$ cat src/rtl/adis_pkg.sv
// Shared constants, state encoding and address lookup for the ADIS frame sequencer.
package adis_pkg;

  localparam int unsigned FRAME_WORDS = 7;
  localparam logic [6:0]  ADDR_DUMMY  = 7'h00;

  // Burst order: XGYRO, YGYRO, ZGYRO, XACCL, YACCL, ZACCL, TEMP (entry 0 is XGYRO).
  localparam logic [FRAME_WORDS-1:0][6:0] ADDR = {
    7'h18, 7'h0E, 7'h0C, 7'h0A, 7'h08, 7'h06, 7'h04
  };

  typedef enum logic [1:0] {
    IDLE,
    ISSUE,
    WAIT,
    STALL
  } state_t;

  // Command address for transaction k; the trailing transaction only flushes the pipeline.
  function automatic logic [6:0] txn_addr(input logic [2:0] k);
    if (k >= 3'(FRAME_WORDS)) return ADDR_DUMMY;
    return ADDR[k];
  endfunction

endpackage

$ cat src/rtl/adis_seq_timer.sv
// Loadable down-counter shared by the inter-transaction stall and the SPI timeout.
module adis_seq_timer #(
  parameter int unsigned W = 10
) (
  input  logic         clk,
  input  logic         rst,
  input  logic         load,
  input  logic [W-1:0] load_val,
  input  logic         en,
  output logic [W-1:0] count,
  output logic         zero
);

  assign zero = (count == '0);

  // Load has priority; counting stops at zero instead of wrapping.
  always_ff @(posedge clk or negedge rst) begin
    if (!rst) begin
      count <= '0;
    end else if (load) begin
      count <= load_val;
    end else if (en && !zero) begin
      count <= count - W'(1);
    end
  end

endmodule

$ cat src/rtl/adis_frame_seq.sv
// Read-only burst sequencer: eight pipelined SPI reads yield one 7-word sensor frame.
module adis_frame_seq
  import adis_pkg::*;
#(
  parameter int STALL_CYC   = 200,
  parameter int TIMEOUT_CYC = 1023
) (
  input  logic        clk,
  input  logic        rst,
  input  logic        start,
  output logic        spi_req,
  output logic        spi_wr_en,
  output logic [15:0] spi_data_tx,
  input  logic [15:0] spi_data_rx,
  input  logic        spi_done,
  output logic [15:0] frame_data,
  output logic [2:0]  frame_idx,
  output logic        frame_valid,
  output logic        frame_last,
  output logic        busy,
  output logic        err,
  output logic        overrun
);

  localparam int unsigned TMAX = (STALL_CYC > TIMEOUT_CYC) ? STALL_CYC : TIMEOUT_CYC;
  localparam int unsigned TW   = $clog2(TMAX + 1);
  localparam logic [TW-1:0] STALL_LD   = TW'(STALL_CYC);
  localparam logic [TW-1:0] TIMEOUT_LD = TW'(TIMEOUT_CYC);
  localparam logic [2:0]    LAST_TXN   = 3'd7;

  state_t          state, state_nxt;
  logic [2:0]      k;
  logic            done_q;
  logic            done_rise;
  logic            tmr_load;
  logic [TW-1:0]   tmr_val;
  logic            tmr_en;
  logic [TW-1:0]   tmr_cnt;
  logic            tmr_zero;
  logic            tmr_done;
  logic            issue_go;

  assign done_rise = spi_done & ~done_q;
  assign tmr_en    = (state == WAIT) || (state == STALL);
  // A loaded value N is consumed over exactly N cycles: the state moves on during
  // the cycle whose tick lands the count on zero.
  assign tmr_done  = tmr_zero || (tmr_cnt == TW'(1));
  assign issue_go  = (state_nxt == ISSUE) && (state != ISSUE);

  assign spi_req   = (state == ISSUE);
  assign spi_wr_en = 1'b0;
  assign busy      = (state != IDLE);

  adis_seq_timer #(.W(TW)) u_timer (
    .clk      (clk),
    .rst      (rst),
    .load     (tmr_load),
    .load_val (tmr_val),
    .en       (tmr_en),
    .count    (tmr_cnt),
    .zero     (tmr_zero)
  );

  // State register.
  always_ff @(posedge clk or negedge rst) begin
    if (!rst) state <= IDLE;
    else      state <= state_nxt;
  end

  // Next-state, timer load and timeout decode.
  always_comb begin
    state_nxt = state;
    tmr_load  = 1'b0;
    tmr_val   = '0;
    err       = 1'b0;
    unique case (state)
      // frame_last is still high on the first idle cycle; a start there is an overrun.
      IDLE:  if (start && !frame_last) state_nxt = ISSUE;
      ISSUE: begin
        state_nxt = WAIT;
        tmr_load  = 1'b1;
        tmr_val   = TIMEOUT_LD;
      end
      WAIT: begin
        if (done_rise) begin
          if (k == LAST_TXN) begin
            state_nxt = IDLE;
          end else begin
            state_nxt = STALL;
            tmr_load  = 1'b1;
            tmr_val   = STALL_LD;
          end
        end else if (tmr_done) begin
          state_nxt = IDLE;
          err       = 1'b1;
        end
      end
      STALL: if (tmr_done) state_nxt = ISSUE;
      default: state_nxt = IDLE;
    endcase
  end

  // Transaction counter, command word, done-edge register and frame outputs.
  always_ff @(posedge clk or negedge rst) begin
    if (!rst) begin
      k           <= '0;
      done_q      <= 1'b0;
      spi_data_tx <= '0;
      frame_data  <= '0;
      frame_idx   <= '0;
      frame_valid <= 1'b0;
      frame_last  <= 1'b0;
      overrun     <= 1'b0;
    end else begin
      done_q      <= spi_done;
      frame_valid <= 1'b0;
      frame_last  <= 1'b0;
      overrun     <= start && (busy || frame_last);
      if (issue_go) begin
        if (state == IDLE) begin
          k           <= '0;
          spi_data_tx <= {9'b0, txn_addr(3'd0)};
        end else begin
          spi_data_tx <= {9'b0, txn_addr(k)};
        end
      end
      if ((state == WAIT) && done_rise) begin
        if (k != LAST_TXN) k <= k + 3'd1;
        if (k != 3'd0) begin
          frame_valid <= 1'b1;
          frame_data  <= spi_data_rx;
          frame_idx   <= k - 3'd1;
          frame_last  <= (k == LAST_TXN);
        end
      end
    end
  end

endmodule

$ cat config.mk
export PLATFORM = sky130hd
export DESIGN_NAME = adis_frame_seq
export DESIGN_NICKNAME = d
export VERILOG_FILES = /design/src/rtl/adis_pkg.sv /design/src/rtl/adis_seq_timer.sv /design/src/rtl/adis_frame_seq.sv
export SDC_FILE = /design/constraint.sdc
export NUM_CORES = 1
export LEC_CHECK = 0
export BUFFER_PORTS_ARGS = -buffer_cell sky130_fd_sc_hd__clkbuf_2
export CORE_UTILIZATION = 45
export CTS_BUF_LIST = sky130_fd_sc_hd__clkbuf_4 sky130_fd_sc_hd__clkbuf_8
export DETAILED_ROUTE_END_ITERATION = 8
export GPL_ROUTABILITY_DRIVEN = 0
export GPL_TIMING_DRIVEN = 0
export MAX_ROUTING_LAYER = met4
export PLACE_DENSITY = 0.73
export SYNTH_ARGS = -nofsm -noshare
export SYNTH_HDL_FRONTEND = slang
export SYNTH_HIERARCHICAL = 1
export SYNTH_SLANG_ARGS = --single-unit
export TNS_END_PERCENT = 1
$ cat constraint.sdc
create_clock -name clk -period 2.5 [get_ports clk]
set_input_delay 0.125 -clock clk [delete_from_list [all_inputs] [get_ports clk]]
set_output_delay 0.125 -clock clk [all_outputs]
set_load 0.03 [all_outputs]
==> results.sh, run 1 <==
export IMPL_run_status="finished with violations"
export IMPL_violations="negative hold slack"
export IMPL_switchingPower_w=0.00147
export IMPL_slew_headroom=0.312
export IMPL_cap_violations=0
export IMPL_ys_seq_area_frac=0.462
export IMPL_yosysUniqueCellTypes=49
export IMPL_finalPower_w=0.00338
export IMPL_hold_path_class="in -> async"
export IMPL_cp_common_cell="inv_1"
export IMPL_powerDensity_nw_per_um2=1190
export IMPL_critPathLaunchType="flip-flop"
export IMPL_ios=62
export IMPL_seqPwrFrac=0.333
export IMPL_die_h_um=73.1
export IMPL_p_int_w=0.00191
export IMPL_timing_rr_start="u_timer/count[1]"
export IMPL_area_delta_synth_final_pct=24.8
export IMPL_dieArea_um2=5340
export IMPL_setup_slack_ns=0.107
export IMPL_cts_root_buf="clkbuf_8"
export IMPL_dp_hpwl_mm=3.26
export IMPL_critPathLaunch="u_timer/count[1]"
export IMPL_rows=25
export IMPL_avgSynthCellArea_um2=9.32
export IMPL_finalSetupViolCount=0
export IMPL_synth_edff_count=0
export IMPL_ir_drop_v=0.000653
export IMPL_fin_crit_sh=0.957
export IMPL_tns_ns=0
export IMPL_netlist_area_um2=2270
export IMPL_htreeDepth=2
export IMPL_fin_nets=348
export IMPL_nFillCells=438
export IMPL_leakagePower_nw=1.50
export IMPL_clockPowerShare=0.191
export IMPL_crit_buf_inv=2
export IMPL_path_depth=9
export IMPL_critical_path_required_ns=2.68
export IMPL_min_period_ns=2.39
export IMPL_syn_inst=244
export IMPL_wirelength_mm=4.57
export IMPL_worst_ep_arrival_time_ns=2.57
export IMPL_cts_tree="yes"
export IMPL_synth_seq_cells=42
export IMPL_die_w_um=73.1
export IMPL_core_area_um2=4790
export IMPL_clock_sinks=42
export IMPL_start_util=0.475
export IMPL_n_antenna_cell=0
export IMPL_grt_use_total=0.187
export IMPL_grt_setup_unrepaired="false"
export IMPL_cts_buffer_depth=2
export IMPL_synthArstFlopShare=1.00
export IMPL_end_kind="flip-flop"
export IMPL_r2r_end="spi_data_tx[3]"
export IMPL_drc=0
export IMPL_grt_max_degree=43
export IMPL_p_sw_frac=0.435
export IMPL_drtIter0Drc=132
export IMPL_viasPerCell=4.84
export IMPL_clk_insertion_delay_late_ns=0.29
export IMPL_ant_nets=0
export IMPL_worstMarginPinSlew_ns=1.03
export IMPL_crit_family="simple AND/OR/NAND/NOR gates"
export IMPL_rrSetupSlack_ns=0.11
export IMPL_ys_flop_type="dfrtp_1"
export IMPL_cts_buffers=5
export IMPL_path_cells="inv_1 > ha_1 > nor2b_2 > nand3_2 > inv_1 > a41o_1 > or4_4 > a21oi_4 > mux2_1"
export IMPL_rr_worst_depth=9
export IMPL_dpl_worst_slack_ns=-0.0316
export IMPL_crit_end="spi_data_tx[3]"
export IMPL_layout_drive_gt1_share=0.299
export IMPL_path_clk_slew_ns=0.08
export IMPL_cp_slowest_cell="or4_4"
export IMPL_grt_pass1_wl_mm=7.57
export IMPL_finClkSkew_ns=0.00442
export IMPL_yosys_warnings=6
export IMPL_port_buffers=48
export IMPL_first_global_vias=1669
export IMPL_fin_hold_ws_ns=-0.00930
export IMPL_crit_fanout=5
export IMPL_wl_per_cell_um=11.9
export IMPL_worst_setup_path_type="reg -> reg"
export IMPL_max_freq_mhz=418
export IMPL_antenna_found_initial=0
export IMPL_dr_pass1_iters=4
export IMPL_hold_violations=4
export IMPL_slew_violations=0
export IMPL_power_frac_comb=0.476
export IMPL_vias=1863
export IMPL_worst_path_largest_cell_delay_ns=0.44
export IMPL_grt_overflow_total=0
[timing repair]
action / in CTS / in global routing
gates resized for setup: 0 / 4
hold endpoints to repair: 1 / 0
pin swaps: 0 / 1
hold buffers: 1 / 0
buffers inserted: 1 / 4
endpoints found under the setup margin: 4 / 8
[how the worst min path moves through the flow]
stage,from,cells after the start,to
finish,rst,1,u_timer/count[2]
detailed placement,spi_done,1,done_q
global route,spi_data_rx[9],3,frame_data[9]
global placement,spi_done,1,done_q
floorplan,rst,0,done_q
CTS,spi_data_rx[4],3,frame_data[4]
[metrics by stage]
| step | utilization | hold slack [ns] | std cells | area (µm²) |
|---|---|---|---|---|
| global route | 0.593 | 0.0135 | 385 | 2840 |
| finish | 0.593 | -0.00930 | 385 | 2840 |
| floorplan | - | -0.171 | 256 | 2320 |
| detailed placement | 0.552 | 0.297 | 371 | 2640 |
| global placement | 0.552 | 0.286 | 371 | 2640 |
| CTS | 0.585 | 0.00854 | 381 | 2800 |
[cells in the mapped netlist (2+ instances only)]
library cell | count | share of area
a211o_1 | 2 | 0.0077
a21oi_1 | 6 | 0.013
ha_1 | 11 | 0.061
clkinv_1 | 2 | 0.0033
mux2_2 | 3 | 0.015
clkbuf_1 | 4 | 0.0066
a31oi_1 | 4 | 0.011
nand3_1 | 6 | 0.013
mux2_1 | 4 | 0.020
dfrtp_1 | 42 | 0.46
o21ai_0 | 12 | 0.026
nor4_1 | 3 | 0.0083
mux2i_1 | 3 | 0.013
buf_4 | 13 | 0.043
nor2b_1 | 5 | 0.014
a22o_1 | 2 | 0.0077
nor3_1 | 4 | 0.0088
nand4_1 | 2 | 0.0055
inv_1 | 14 | 0.023
nor2_1 | 8 | 0.013
nand2_1 | 65 | 0.11
buf_2 | 2 | 0.0044
[worst register-to-register path, stage by stage (launching register included)]
cell and delay, ns:
dfrtp_1 0.38, inv_1 0.07, ha_1 0.21, nor2b_2 0.20, nand3_2 0.12, inv_1 0.07, a41o_1 0.25, or4_4 0.44
a21oi_4 0.20, mux2_1 0.34
[sequential cells by signal, summed over array words and instances (netlist names)]
name / count
frame_data: 16
u_timer/count: 10
frame_idx: 3
k: 3
state: 2
frame_valid: 1
overrun: 1
frame_last: 1
spi_data_tx: 4
done_q: 1
[final cells by class]
type	count	area, µm²	area share
Multi-Input combinational cell	178	1090	0.384
Tap cell	67	83.8	0.0295
Clock buffer	5	68.8	0.0243
Timing Repair Buffer	54	288	0.101
Buffer	19	123	0.0432
Clock inverter	3	68.8	0.0243
Inverter	17	63.8	0.0225
Sequential cell	42	1050	0.371
[placed cells by master (no fill, tap or decap), types with 6 or more instances in the layout]
cell type	Yosys	routed
inv_1	14	14
clkbuf_2	0	48
dfrtp_1	42	40
ha_1	11	11
nor2_1	8	8
buf_4	13	18
a21oi_1	6	6
conb_1	1	13
nand2_1	65	65
o21ai_0	12	12
[power groups by stage]
stage	combinational, W	clock, W	sequential [W]
global placement	0.00151	0	0.00114
detailed placement	0.00156	0	0.00115
global route	0.00179	0.000678	0.00117
CTS	0.00158	0.000662	0.00113
finish	0.00161	0.000645	0.00113
floorplan	0.000946	0	0.00136
[metal layers]
layer / global-route usage / vias up / routed length, µm
met5: - / - / 0
met4: 0.0523 / 0 / 35
met3: 0.0331 / 5 / 128
met2: 0.295 / 31 / 2320
met1: 0.248 / 889 / 2090
li1: - / 938 / -
[kinds of logic (layout without fill, tap and decap cells)]
family	Yosys count	after routing	share of synthesized area
flip-flops	42	42	0.462
other	1	13	0.00165
AND/OR/NAND/NOR	106	106	0.228
multiplexers	10	10	0.0479
buffers and inverters	36	98	0.0820
XOR/XNOR	1	1	0.00385
AO/OA/AOI/OAI	37	37	0.114
adder cells (fa/ha/maj)	11	11	0.0605
(Power assumes the default switching activity.)
==> inputs of run 2 (changes only) <==
RECOVER_POWER = 50   (was not set)
==> run 2 against run 1 <==
Compared with the run above:
- the run still ends with negative hold slack left
- maximum frequency down 0.14%
- total power down 0.42%
- sequential cell count unchanged
- clock skew up 0.00065 ns
- critical path depth unchanged
==> results.sh, run 2 (synthesis gave the netlist of run 1 again) <==
export IMPL_cap_violations=0
export IMPL_multi_input_area_um2=1090
export IMPL_finalSetupViolCount=0
export IMPL_dieArea_um2=5340
export IMPL_path_clk_slew_ns=0.08
export IMPL_worst_ep_arrival_time_ns=2.57
export IMPL_cp_common_cell="inv_1"
export IMPL_worst_path_largest_cell_delay_ns=0.44
export IMPL_timing_rr_start="u_timer/count[1]"
export IMPL_violations="negative hold slack"
export IMPL_critPathLaunchType="flip-flop"
export IMPL_crit_fanout=5
export IMPL_max_freq_mhz=417
export IMPL_dp_hpwl_mm=3.26
export IMPL_viasPerCell=4.85
export IMPL_first_global_vias=1669
export IMPL_core_area_um2=4790
export IMPL_min_period_ns=2.40
export IMPL_dpl_cell_area_um2=2640
export IMPL_finClkSkew_ns=0.00506
export IMPL_cts_buffer_depth=2
export IMPL_vias=1868
export IMPL_hold_violations=3
export IMPL_drtIter0Drc=135
export IMPL_final_common_cell="nand2_1"
export IMPL_area_delta_synth_final_pct=24.1
export IMPL_critPathLaunch="u_timer/count[1]"
export IMPL_powerDensity_nw_per_um2=1190
export IMPL_end_kind="flip-flop"
export IMPL_largest_register_ffs=16
export IMPL_fin_hold_ws_ns=-0.00910
export IMPL_start_util=0.475
export IMPL_hold_path_class="in -> async"
export IMPL_cts_root_buf="clkbuf_8"
export IMPL_seqCellArea_um2=1050
export IMPL_grt_pass1_wl_mm=7.57
export IMPL_worst_setup_path_type="reg -> reg"
export IMPL_layout_drive_gt1_share=0.255
export IMPL_grt_setup_unrepaired="false"
export IMPL_slew_headroom=0.311
export IMPL_clk_insertion_delay_late_ns=0.29
export IMPL_fin_cells=385
export IMPL_fin_area_um2=2820
export IMPL_final_cell_mix="nand2_1, dfrtp_1, clkbuf_2, clkbuf_1, buf_4"
export IMPL_clock_sinks=42
export IMPL_path_cells="inv_1 > ha_1 > nor2b_2 > nand3_2 > inv_1 > a41o_1 > or4_4 > a21oi_4 > mux2_1"
export IMPL_nFillCells=439
export IMPL_worstMarginPinSlew_ns=1.03
export IMPL_ios=62
export IMPL_critical_path_required_ns=2.68
export IMPL_die_w_um=73.1
export IMPL_rows=25
export IMPL_fin_nets=348
export IMPL_die_h_um=73.1
export IMPL_ir_drop_v=0.000654
export IMPL_cts_tree="yes"
export IMPL_n_antenna_cell=0
export IMPL_placedCellCount=371
export IMPL_fin_crit_sh=0.959
export IMPL_wirelength_mm=4.58
export IMPL_cts_buffers=5
export IMPL_slew_violations=0
export IMPL_dr_pass1_iters=4
export IMPL_htreeDepth=2
export IMPL_antenna_found_initial=0
export IMPL_drc=0
export IMPL_ant_nets=0
export IMPL_top_regs="frame_data (16), u_timer/count (10), spi_data_tx (4)"
export IMPL_port_buffers=48
export IMPL_cp_slowest_cell="or4_4"
export IMPL_run_status="finished with violations"
export IMPL_grt_overflow_total=0
export IMPL_grt_max_degree=43
export IMPL_wl_per_cell_um=11.9
export IMPL_leakagePower_nw=1.45
export IMPL_top_register="frame_data"
export IMPL_grt_use_total=0.187
==> run 2: cell types whose count changed in the layout (fill, tap and decap cells not counted) <==
cell      change
clkbuf_1     +14
clkbuf_2     -14
==> run 2: worst paths after layout <==
path | cells past startpoint | end | slack, ns
worst min-delay path | 1 | u_timer/count[2] | -0.009
worst max register to register | 9 | spi_data_tx[3] | 0.10
worst min register to register | 2 | frame_data[8] | 0.48
max in group asynchronous | 1 | k[0] | 1.79
worst max-delay path | 9 | spi_data_tx[3] | 0.10
min in group clk | 3 | frame_data[3] | 0.02
==> run 2: layout make-up <==
class	count	share of cell area
multi-input combinational	178	0.386
sequential	42	0.374
timing repair buffer	54	0.0958
buffer	19	0.0435
tap	67	0.0297
clock buffer	5	0.0244
clock inverter	3	0.0244
inverter	17	0.0226
==> run 2: repair_timing <==
item | CTS | global route
endpoints found under the setup margin | 4 | 8
gates resized for setup | 0 | 4
pin swaps | 0 | 1
setup buffers | 1 | 4
endpoints found under the hold margin | 1 | 0
hold buffers | 1 | 0
==> run 2: where the power goes <==
part	switching, W	internal, W	total [W]
Sequential	0.000211	0.000916	0.00113
Clock	0.000245	0.000400	0.000645
Combinational	0.00102	0.000578	0.00159
==> run 2: metrics by stage <==
stage | utilization | hold slack [ns] | setup TNS (ns) | total power [W] | setup WS (ns)
2_1_floorplan | - | -0.171 | 0 | 0.00230 | 0.185
3_3_place_gp | 0.552 | 0.286 | 0 | 0.00266 | 0.00817
3_5_place_dp | 0.552 | 0.297 | -0.114 | 0.00270 | -0.0316
4_1_cts | 0.585 | 0.00854 | 0 | 0.00337 | 0.00998
5_1_grt | 0.589 | 0.0135 | 0 | 0.00362 | 0.00494
6_report | 0.589 | -0.00910 | 0 | 0.00337 | 0.103
==> run 2: routing by layer <==
layer  global-route usage  up-vias  share of wire
met2                0.295       31           0.51
met4               0.0523        0         0.0076
met5                    -        -              0
met3               0.0331        5          0.028
met1                0.248      893           0.46
li1                     -      939              -
==> run 2: worst max-delay path: cells and delay by family, from the launching register on <==
family	cells	cell delay, ns
fa+ha+maj	1	0.21
simple gates	3	0.76
compound gates	2	0.45
mux	1	0.34
flops	1	0.38
buf+inv	2	0.14
